--- config.mk ---
export PLATFORM = sky130hd
export DESIGN_NAME = flappy_game_controller_flat
export DESIGN_NICKNAME = d
export VERILOG_FILES = /design/src/rtl/flappy_game_controller_if.sv /design/src/rtl/flappy_game_controller.sv /design/src/flat_wrapper.sv
export SDC_FILE = /design/constraint.sdc
export NUM_CORES = 1
export LEC_CHECK = 0
export ABC_AREA = 1
export BUFFER_PORTS_ARGS = -buffer_cell sky130_fd_sc_hd__buf_2
export CAP_MARGIN = 25
export CORE_UTILIZATION = 29
export CTS_BUF_LIST = sky130_fd_sc_hd__clkbuf_16
export CTS_CLUSTER_SIZE = 28
export DETAILED_ROUTE_END_ITERATION = 8
export GPL_TIMING_DRIVEN = 0
export SLEW_MARGIN = 20
export SYNTH_ARGS = -nofsm -noshare
export SYNTH_HDL_FRONTEND = slang
export SYNTH_SLANG_ARGS = --single-unit
--- constraint.sdc ---
create_clock -name game_tick_clock -period 4.8 [get_ports game_tick_clock]
set_input_delay 0.96 -clock game_tick_clock [delete_from_list [all_inputs] [get_ports game_tick_clock]]
set_output_delay 0.96 -clock game_tick_clock [all_outputs]
set_load 0.02 [all_outputs]
--- src/rtl/flappy_game_controller_if.sv ---
// Bundle between the game controller and its neighbours: the tap edge
// detector, the box register and the VGA renderer / HEX display driver.
interface flappy_game_controller_if;

   logic       tap;          // one-tick pulse from the input edge detector
   logic [6:0] box_y;        // current box top row from the box register
   logic       box_tap;      // tap forwarded to the box register
   logic       box_restart;  // hold the box at its start position
   logic       box_enable;   // let the box move
   logic [7:0] pipe_x;       // left column of the pipe
   logic [6:0] gap_top;      // first open row of the pipe gap
   logic [3:0] score_tens;   // BCD tens digit
   logic [3:0] score_ones;   // BCD ones digit
   logic [1:0] game_state;   // IDLE=0, PLAYING=1, DYING=2, GAME_OVER=3
   logic       game_over;    // high while game_state is GAME_OVER

   // Environment side: drives the player input and box position.
   modport master (
      output tap, box_y,
      input  box_tap, box_restart, box_enable, pipe_x, gap_top,
             score_tens, score_ones, game_state, game_over
   );

   // Controller side.
   modport slave (
      input  tap, box_y,
      output box_tap, box_restart, box_enable, pipe_x, gap_top,
             score_tens, score_ones, game_state, game_over
   );

endinterface

--- src/rtl/flappy_game_controller.sv ---
// Flappy-box game sequencer: game-state machine, pipe scrolling with an
// LFSR-chosen gap, box/pipe/floor/ceiling collision and a saturating
// two-digit BCD score. Everything advances on game_tick_clock.
module flappy_game_controller #(
   parameter int SCREEN_W    = 160,
   parameter int BOX_X       = 20,
   parameter int BOX_SIZE    = 4,
   parameter int PIPE_W      = 10,
   parameter int GAP_H       = 30,
   parameter int GAP_MIN     = 8,
   parameter int FLOOR_Y     = 116,
   parameter int DEATH_TICKS = 30
) (
   input  logic                     game_tick_clock,
   input  logic                     reset,
   flappy_game_controller_if.slave  bus
);

   typedef enum logic [1:0] {
      ST_IDLE      = 2'd0,
      ST_PLAYING   = 2'd1,
      ST_DYING     = 2'd2,
      ST_GAME_OVER = 2'd3
   } state_t;

   localparam int           CNT_W      = (DEATH_TICKS > 1) ? $clog2(DEATH_TICKS) : 1;
   localparam logic [CNT_W-1:0] CNT_LAST = CNT_W'(DEATH_TICKS - 1);
   localparam logic [7:0]   PIPE_START = 8'(SCREEN_W - 1);
   // Pipe column at which its right edge is about to clear the box's left edge.
   localparam logic [7:0]   SCORE_X    = 8'(BOX_X - PIPE_W + 1);
   localparam logic [6:0]   GAP_RESET  = 7'd40;
   localparam logic [7:0]   LFSR_SEED  = 8'hA5;

   // Collision geometry constants in the 9-bit comparison domain.
   localparam logic [8:0]   BOX_L9     = 9'(BOX_X);
   localparam logic [8:0]   BOX_R9     = 9'(BOX_X + BOX_SIZE - 1);
   localparam logic [8:0]   FLOOR9     = 9'(FLOOR_Y);

   state_t           state;
   logic [7:0]       pipe_x_q;
   logic [6:0]       gap_top_q;
   logic [3:0]       tens_q;
   logic [3:0]       ones_q;
   logic [CNT_W-1:0] death_cnt;
   logic [7:0]       lfsr;
   logic             box_restart_q;
   logic             box_enable_q;
   logic             game_over_q;

   // ------------------------------------------------------------------
   // Collision detection (only meaningful while PLAYING)
   // ------------------------------------------------------------------
   // Widened to 9 bits so that box/pipe/gap bottoms and rights never wrap.
   logic [8:0] box_top9, box_bot9;
   logic [8:0] pipe_l9, pipe_r9;
   logic [8:0] gap_t9, gap_b9;
   logic       hit_ceiling, hit_floor, x_overlap, outside_gap, collision;

   assign box_top9    = {2'b00, bus.box_y};
   assign box_bot9    = box_top9 + 9'(BOX_SIZE - 1);
   assign pipe_l9     = {1'b0, pipe_x_q};
   assign pipe_r9     = pipe_l9 + 9'(PIPE_W - 1);
   assign gap_t9      = {2'b00, gap_top_q};
   assign gap_b9      = gap_t9 + 9'(GAP_H - 1);

   assign hit_ceiling = (box_top9 == 9'd0);
   assign hit_floor   = (box_bot9 >= FLOOR9);
   assign x_overlap   = (pipe_l9 <= BOX_R9) && (pipe_r9 >= BOX_L9);
   assign outside_gap = (box_top9 < gap_t9) || (box_bot9 > gap_b9);
   assign collision   = (state == ST_PLAYING) &&
                        (hit_ceiling || hit_floor || (x_overlap && outside_gap));

   // ------------------------------------------------------------------
   // Score increment and next gap
   // ------------------------------------------------------------------
   function automatic logic [7:0] bcd_inc(input logic [3:0] tens, input logic [3:0] ones);
      logic [7:0] res;
      if (tens == 4'd9 && ones == 4'd9)
         res = {tens, ones};               // saturate at 99
      else if (ones == 4'd9)
         res = {tens + 4'd1, 4'd0};        // carry into tens
      else
         res = {tens, ones + 4'd1};
      return res;
   endfunction

   logic [7:0] score_next;
   logic [6:0] gap_next;
   logic       pipe_wrap;

   assign score_next = bcd_inc(tens_q, ones_q);
   assign gap_next   = 7'(GAP_MIN) + {1'b0, lfsr[5:0]};
   // Wrap at column 0, and also recover if the pipe ever sits off-screen.
   assign pipe_wrap  = (pipe_x_q == 8'd0) || (pipe_x_q > PIPE_START);

   // ------------------------------------------------------------------
   // Gap LFSR: free-running in every state, seeded nonzero so it never locks up
   // ------------------------------------------------------------------
   // NOTE: all sequential state uses non-blocking assignments so every register samples pre-edge values.
   always_ff @(posedge game_tick_clock) begin
      if (reset)
         lfsr <= LFSR_SEED;
      else
         lfsr <= {lfsr[6:0], lfsr[7] ^ lfsr[5] ^ lfsr[4] ^ lfsr[3]};
   end

   // ------------------------------------------------------------------
   // Game FSM with pipe, score, death counter and registered state flags
   // ------------------------------------------------------------------
   always_ff @(posedge game_tick_clock) begin
      if (reset) begin
         state         <= ST_IDLE;
         pipe_x_q      <= PIPE_START;
         gap_top_q     <= GAP_RESET;
         tens_q        <= 4'd0;
         ones_q        <= 4'd0;
         death_cnt     <= '0;
         box_restart_q <= 1'b1;
         box_enable_q  <= 1'b0;
         game_over_q   <= 1'b0;
      end else begin
         case (state)
            ST_IDLE: begin
               if (bus.tap) begin
                  state         <= ST_PLAYING;
                  box_restart_q <= 1'b0;
                  box_enable_q  <= 1'b1;
               end
            end

            ST_PLAYING: begin
               if (collision) begin
                  // Collision beats both scoring and wrapping on the same tick.
                  state        <= ST_DYING;
                  death_cnt    <= '0;
                  box_enable_q <= 1'b0;
               end else begin
                  if (pipe_wrap) begin
                     pipe_x_q  <= PIPE_START;
                     gap_top_q <= gap_next;
                  end else begin
                     pipe_x_q  <= pipe_x_q - 8'd1;
                  end
                  if (pipe_x_q == SCORE_X)
                     {tens_q, ones_q} <= score_next;
               end
            end

            ST_DYING: begin
               if (death_cnt == CNT_LAST) begin
                  state       <= ST_GAME_OVER;
                  death_cnt   <= '0;
                  game_over_q <= 1'b1;
               end else begin
                  death_cnt   <= death_cnt + 1'b1;
               end
            end

            ST_GAME_OVER: begin
               if (bus.tap) begin
                  // New round: fresh pipe and score, gap stays where it was.
                  state         <= ST_IDLE;
                  pipe_x_q      <= PIPE_START;
                  tens_q        <= 4'd0;
                  ones_q        <= 4'd0;
                  death_cnt     <= '0;
                  box_restart_q <= 1'b1;
                  game_over_q   <= 1'b0;
               end
            end

            default: state <= ST_IDLE;
         endcase
      end
   end

   // ------------------------------------------------------------------
   // Outputs
   // ------------------------------------------------------------------
   // The start tap doubles as the first flap, so IDLE forwards taps too.
   assign bus.box_tap     = bus.tap && ((state == ST_IDLE) || (state == ST_PLAYING));
   assign bus.box_restart = box_restart_q;
   assign bus.box_enable  = box_enable_q;
   assign bus.pipe_x      = pipe_x_q;
   assign bus.gap_top     = gap_top_q;
   assign bus.score_tens  = tens_q;
   assign bus.score_ones  = ones_q;
   assign bus.game_state  = state;
   assign bus.game_over   = game_over_q;

   // ------------------------------------------------------------------
   // Invariants
   // ------------------------------------------------------------------
   lfsr_nonzero: assert property (@(posedge game_tick_clock) disable iff (reset)
      lfsr != 8'h00);

   flags_match_state: assert property (@(posedge game_tick_clock) disable iff (reset)
      (box_restart_q == (state == ST_IDLE)) &&
      (box_enable_q  == (state == ST_PLAYING)) &&
      (game_over_q   == (state == ST_GAME_OVER)));

   score_is_bcd: assert property (@(posedge game_tick_clock) disable iff (reset)
      (tens_q <= 4'd9) && (ones_q <= 4'd9));

endmodule

--- src/flat_wrapper.sv ---
// flat-port wrapper written by rule: the top's interface ports become plain ports
module flappy_game_controller_flat 
#(
   parameter int SCREEN_W    = 160,
   parameter int BOX_X       = 20,
   parameter int BOX_SIZE    = 4,
   parameter int PIPE_W      = 10,
   parameter int GAP_H       = 30,
   parameter int GAP_MIN     = 8,
   parameter int FLOOR_Y     = 116,
   parameter int DEATH_TICKS = 30
)
  (game_tick_clock, reset, bus_tap, bus_box_y, bus_box_tap, bus_box_restart, bus_box_enable, bus_pipe_x, bus_gap_top, bus_score_tens, bus_score_ones, bus_game_state, bus_game_over);
  flappy_game_controller_if bus_i ();
  input  logic game_tick_clock;
  input  logic reset;
  input wire logic [$bits(bus_i.tap)-1:0] bus_tap;
  input wire logic [$bits(bus_i.box_y)-1:0] bus_box_y;
  output wire logic [$bits(bus_i.box_tap)-1:0] bus_box_tap;
  output wire logic [$bits(bus_i.box_restart)-1:0] bus_box_restart;
  output wire logic [$bits(bus_i.box_enable)-1:0] bus_box_enable;
  output wire logic [$bits(bus_i.pipe_x)-1:0] bus_pipe_x;
  output wire logic [$bits(bus_i.gap_top)-1:0] bus_gap_top;
  output wire logic [$bits(bus_i.score_tens)-1:0] bus_score_tens;
  output wire logic [$bits(bus_i.score_ones)-1:0] bus_score_ones;
  output wire logic [$bits(bus_i.game_state)-1:0] bus_game_state;
  output wire logic [$bits(bus_i.game_over)-1:0] bus_game_over;
  assign bus_i.tap = bus_tap;
  assign bus_i.box_y = bus_box_y;
  assign bus_box_tap = bus_i.box_tap;
  assign bus_box_restart = bus_i.box_restart;
  assign bus_box_enable = bus_i.box_enable;
  assign bus_pipe_x = bus_i.pipe_x;
  assign bus_gap_top = bus_i.gap_top;
  assign bus_score_tens = bus_i.score_tens;
  assign bus_score_ones = bus_i.score_ones;
  assign bus_game_state = bus_i.game_state;
  assign bus_game_over = bus_i.game_over;
  flappy_game_controller #(.SCREEN_W(SCREEN_W), .BOX_X(BOX_X), .BOX_SIZE(BOX_SIZE), .PIPE_W(PIPE_W), .GAP_H(GAP_H), .GAP_MIN(GAP_MIN), .FLOOR_Y(FLOOR_Y), .DEATH_TICKS(DEATH_TICKS)) u_core (.game_tick_clock(game_tick_clock), .reset(reset), .bus(bus_i));
endmodule
==> results.yml <==
sta:
  fmax_mhz: 302.7
  final-hold-violation-count: 0
  finClkSkew_ns: 0.004734
  slew_headroom_pct: 64.21
  period_needed_ns: 3.304
  drv_slew: 0
  fin_crit_sh_pct: 68.83
  finalSetupViolCount: 0
  grt_setup_unrepaired: "no"
  tns_ns: 0
  final.setup.worst_slack_ns: 1.496
  tightest_slew_ns: 0.5369
pwr:
  p_leak_nw: 1.725
  vdd_drop_max_uv: 306.2
  powerDensity_mw_per_mm2: 536.0
routing:
  first_iter_violations: 90
  drtAntennaViolNets: 0
  viasPerCell: 4.508
  drcViolationCount: 0
  totalWireLength_um: 6279
  routedWlPerCell_um: 10.57
  dr.pass1.iters: 4
  via_count: 2678
synthesis:
  seq_area_frac_synth_pct: 28.67
  avgSynthCellArea_um2: 6.832
  ys_types: 36
  ys_seq_elements: 41
  yosysWarnings: 0
  syn-num-nets: 460
  synth_area_leaders: "dfxtp_1 29%, ha_1 14%, nand2_1 11%, inv_1 8.8%, nor2_1 5.8%"
  synth_top_area_share_pct: 28.67
  yosysTopAreaCell: "dfxtp_1"
  synthCells: 419
  netlist_area_mm2: 0.002863
cells_and_area:
  n_antenna_cell: 0
  nets: 505
  instances_no_fill: 594
  fillCellCount: 1019
  final_area_mm2: 0.003357
  final_common_cell: "nand2_1"
  final_core_util_pct: 35.65
  syn2layout_area_growth_pct: 17.26
  drive_gt1_share_pct: 14.62
  layout_common_cells: "86 x nand2_1, 67 x inv_1, 44 x nor2_1"
placed_design:
  numPortBuffers: 38
  dp.cells: 586
  place_ws_ns: 1.204
  post-dp-hpwl_um: 4904
  placed_cell_area_mm2: 0.003214
  place_congestion: 0.8172
worst_setup_path:
  crit_family: "simple AND/OR/NAND/NOR gates"
  path_max_fanout: 6
  cp.arrival_ns: 3.53
  r2r-start: "u_core.bus.gap_top[0]"
  slowest_delay_ns: 0.41
  crit_type: "in -> reg"
  end_kind: "register"
  rrSetupSlack_ns: 1.88
  critPathBufInv: 4
  cp_slowest_cell: "a21oi_1"
  cp_num_cells: 18
  startpoint: "bus_box_y[0]"
  cp.required_ns: 5.03
  worstRegToRegCells: 15
  crit_chain: "buf_2 -> inv_1 -> ha_1 -> inv_1 -> nand4_1 -> xor2_1 -> inv_1 -> ha_1 -> nand3_1 -> nor3b_1 -> nand3_1 -> nand2_1 -> nand2_1 -> nand2_2 -> nand2_2 -> a21oi_1 -> o21ai_0 -> nand2_1"
  regToRegEndpoint: "u_core.bus.pipe_x[0]"
  startpoint_type: "primary input"
worst_hold_path:
  holdPathStages: 1
  holdPathEnd: "u_core.lfsr[7]"
  hold_path_startpoint: "u_core.lfsr[6]"
  min_path_type: "reg -> reg"
clocking:
  ctsLongestPathBuffers: 2
  htree_levels: 2
  numCtsBuffers: 5
  cts_hold_buffers: 0
  cts_tree: "done"
  clk_pin_slew_ns: 0.06
  ctsResizeCount: 0
  cts.sinks: 41
  clk_latency_ns: 0.28
  postCtsSetupBuffers: 0
  cts_root_buf: "clkbuf_16"
floorplanning:
  die-width_um: 101.4
  start_util_pct: 30.41
  die_h_um: 101.4
  io_pins: 39
  num_rows: 35
  fp.dieArea_mm2: 0.01027
  core-area_mm2: 0.009415
run_status:
  status: "completed"
grt:
  grt_pass1_vias: 2368
  grt_start_max_net_pins: 14
  grt.total_usage_pct: 12.66
  grt_antenna_before_repair: 0
  overflow: 0
  grt_pass1_wl_um: 10530
job:
  cap_viol_max_count: 0
## cell usage after synthesis (all sizes together)
master	count
nand2	94
inv	71
nor2	44
dfxtp	41
ha	31
nand3	29
a21oi	25
o21ai	18
xor2	13
nand4	11
nor3	11
clkbuf	6
xnor2	6
buf	3
o211ai	3
or2	3
nor4	2
a211oi	1
a21o	1
a221oi	1
nor3b	1
o211a	1
o21a	1
o21bai	1
o31ai	1
## report_power, final
part	switching [mW]	total [mW]	leakage (nW)	internal, mW
Combinational	0.609	0.940	1.32	0.331
Clock	0.135	0.325	0.0696	0.191
Sequential	0.0994	0.534	0.337	0.435
Total	0.843	1.80	1.72	0.957
## cell families after synthesis
logic type      after synthesis  synth area share [%]
xor+xnor                     19                 5.813
fa+ha+maj                    31                 13.55
simple gates                195                 30.59
buf+inv                      80                 10.97
compound gates               53                 10.40
flops                        41                 28.67
## final cells by class
cell class | instances | area [um^2] | area share [%]
clock inverter | 3 | 17.52 | 0.5218
tap | 129 | 161.4 | 4.808
sequential | 41 | 820.8 | 24.45
timing repair buffer | 38 | 190.2 | 5.665
clock buffer | 5 | 125.1 | 3.727
multi-input combinational | 298 | 1728 | 51.47
inverter | 71 | 266.5 | 7.939
buffer | 9 | 47.55 | 1.416
## state kept, by name, summed over array words and instances, names as in the netlist
name and cells:
u_core.bus.pipe_x 8, u_core.lfsr 8, u_core.bus.gap_top 7, u_core.death_cnt 5, u_core.bus.score_ones 4, u_core.bus.score_tens 4
u_core.bus.game_state 2, u_core.bus.box_enable 1, u_core.bus.box_restart 1, u_core.bus.game_over 1
## metrics by stage
step                hold WS (ns)  power, mW
floorplan                 0.3895      1.248
global placement          0.3940      1.462
detailed placement        0.3979      1.482
global route              0.4252      1.977
finish                    0.4098      1.799
CTS                       0.4121      1.816
## routing by layer
metal	vias up	wire [um]	global-route usage [%]
met3	5	184	1.587
met4	0	68	3.902
met1	1195	3205	16.76
met5	-	0	0
met2	47	2821	21.40
li1	1431	-	-
## worst register-to-register path, delay by kind of cell (launching register included)
kind                     cells  cell delay (ns)
adder cells (fa/ha/maj)      2             0.55
flip-flops                   1             0.37
XOR/XNOR                     1             0.16
AO/OA/AOI/OAI                3             0.72
AND/OR/NAND/NOR              9             1.06
## worst max-delay path by stage
stage / to / slack (ns)
final: u_core.bus.pipe_x[0] / 1.50
after global routing: u_core.bus.pipe_x[2] / 1.20
after CTS: u_core.bus.pipe_x[0] / 1.48
after detailed placement: u_core.bus.pipe_x[3] / 1.20
after global placement: u_core.bus.pipe_x[2] / 1.22
after floorplan: u_core.bus.pipe_x[0] / 1.75
(Power assumes the default switching activity.)
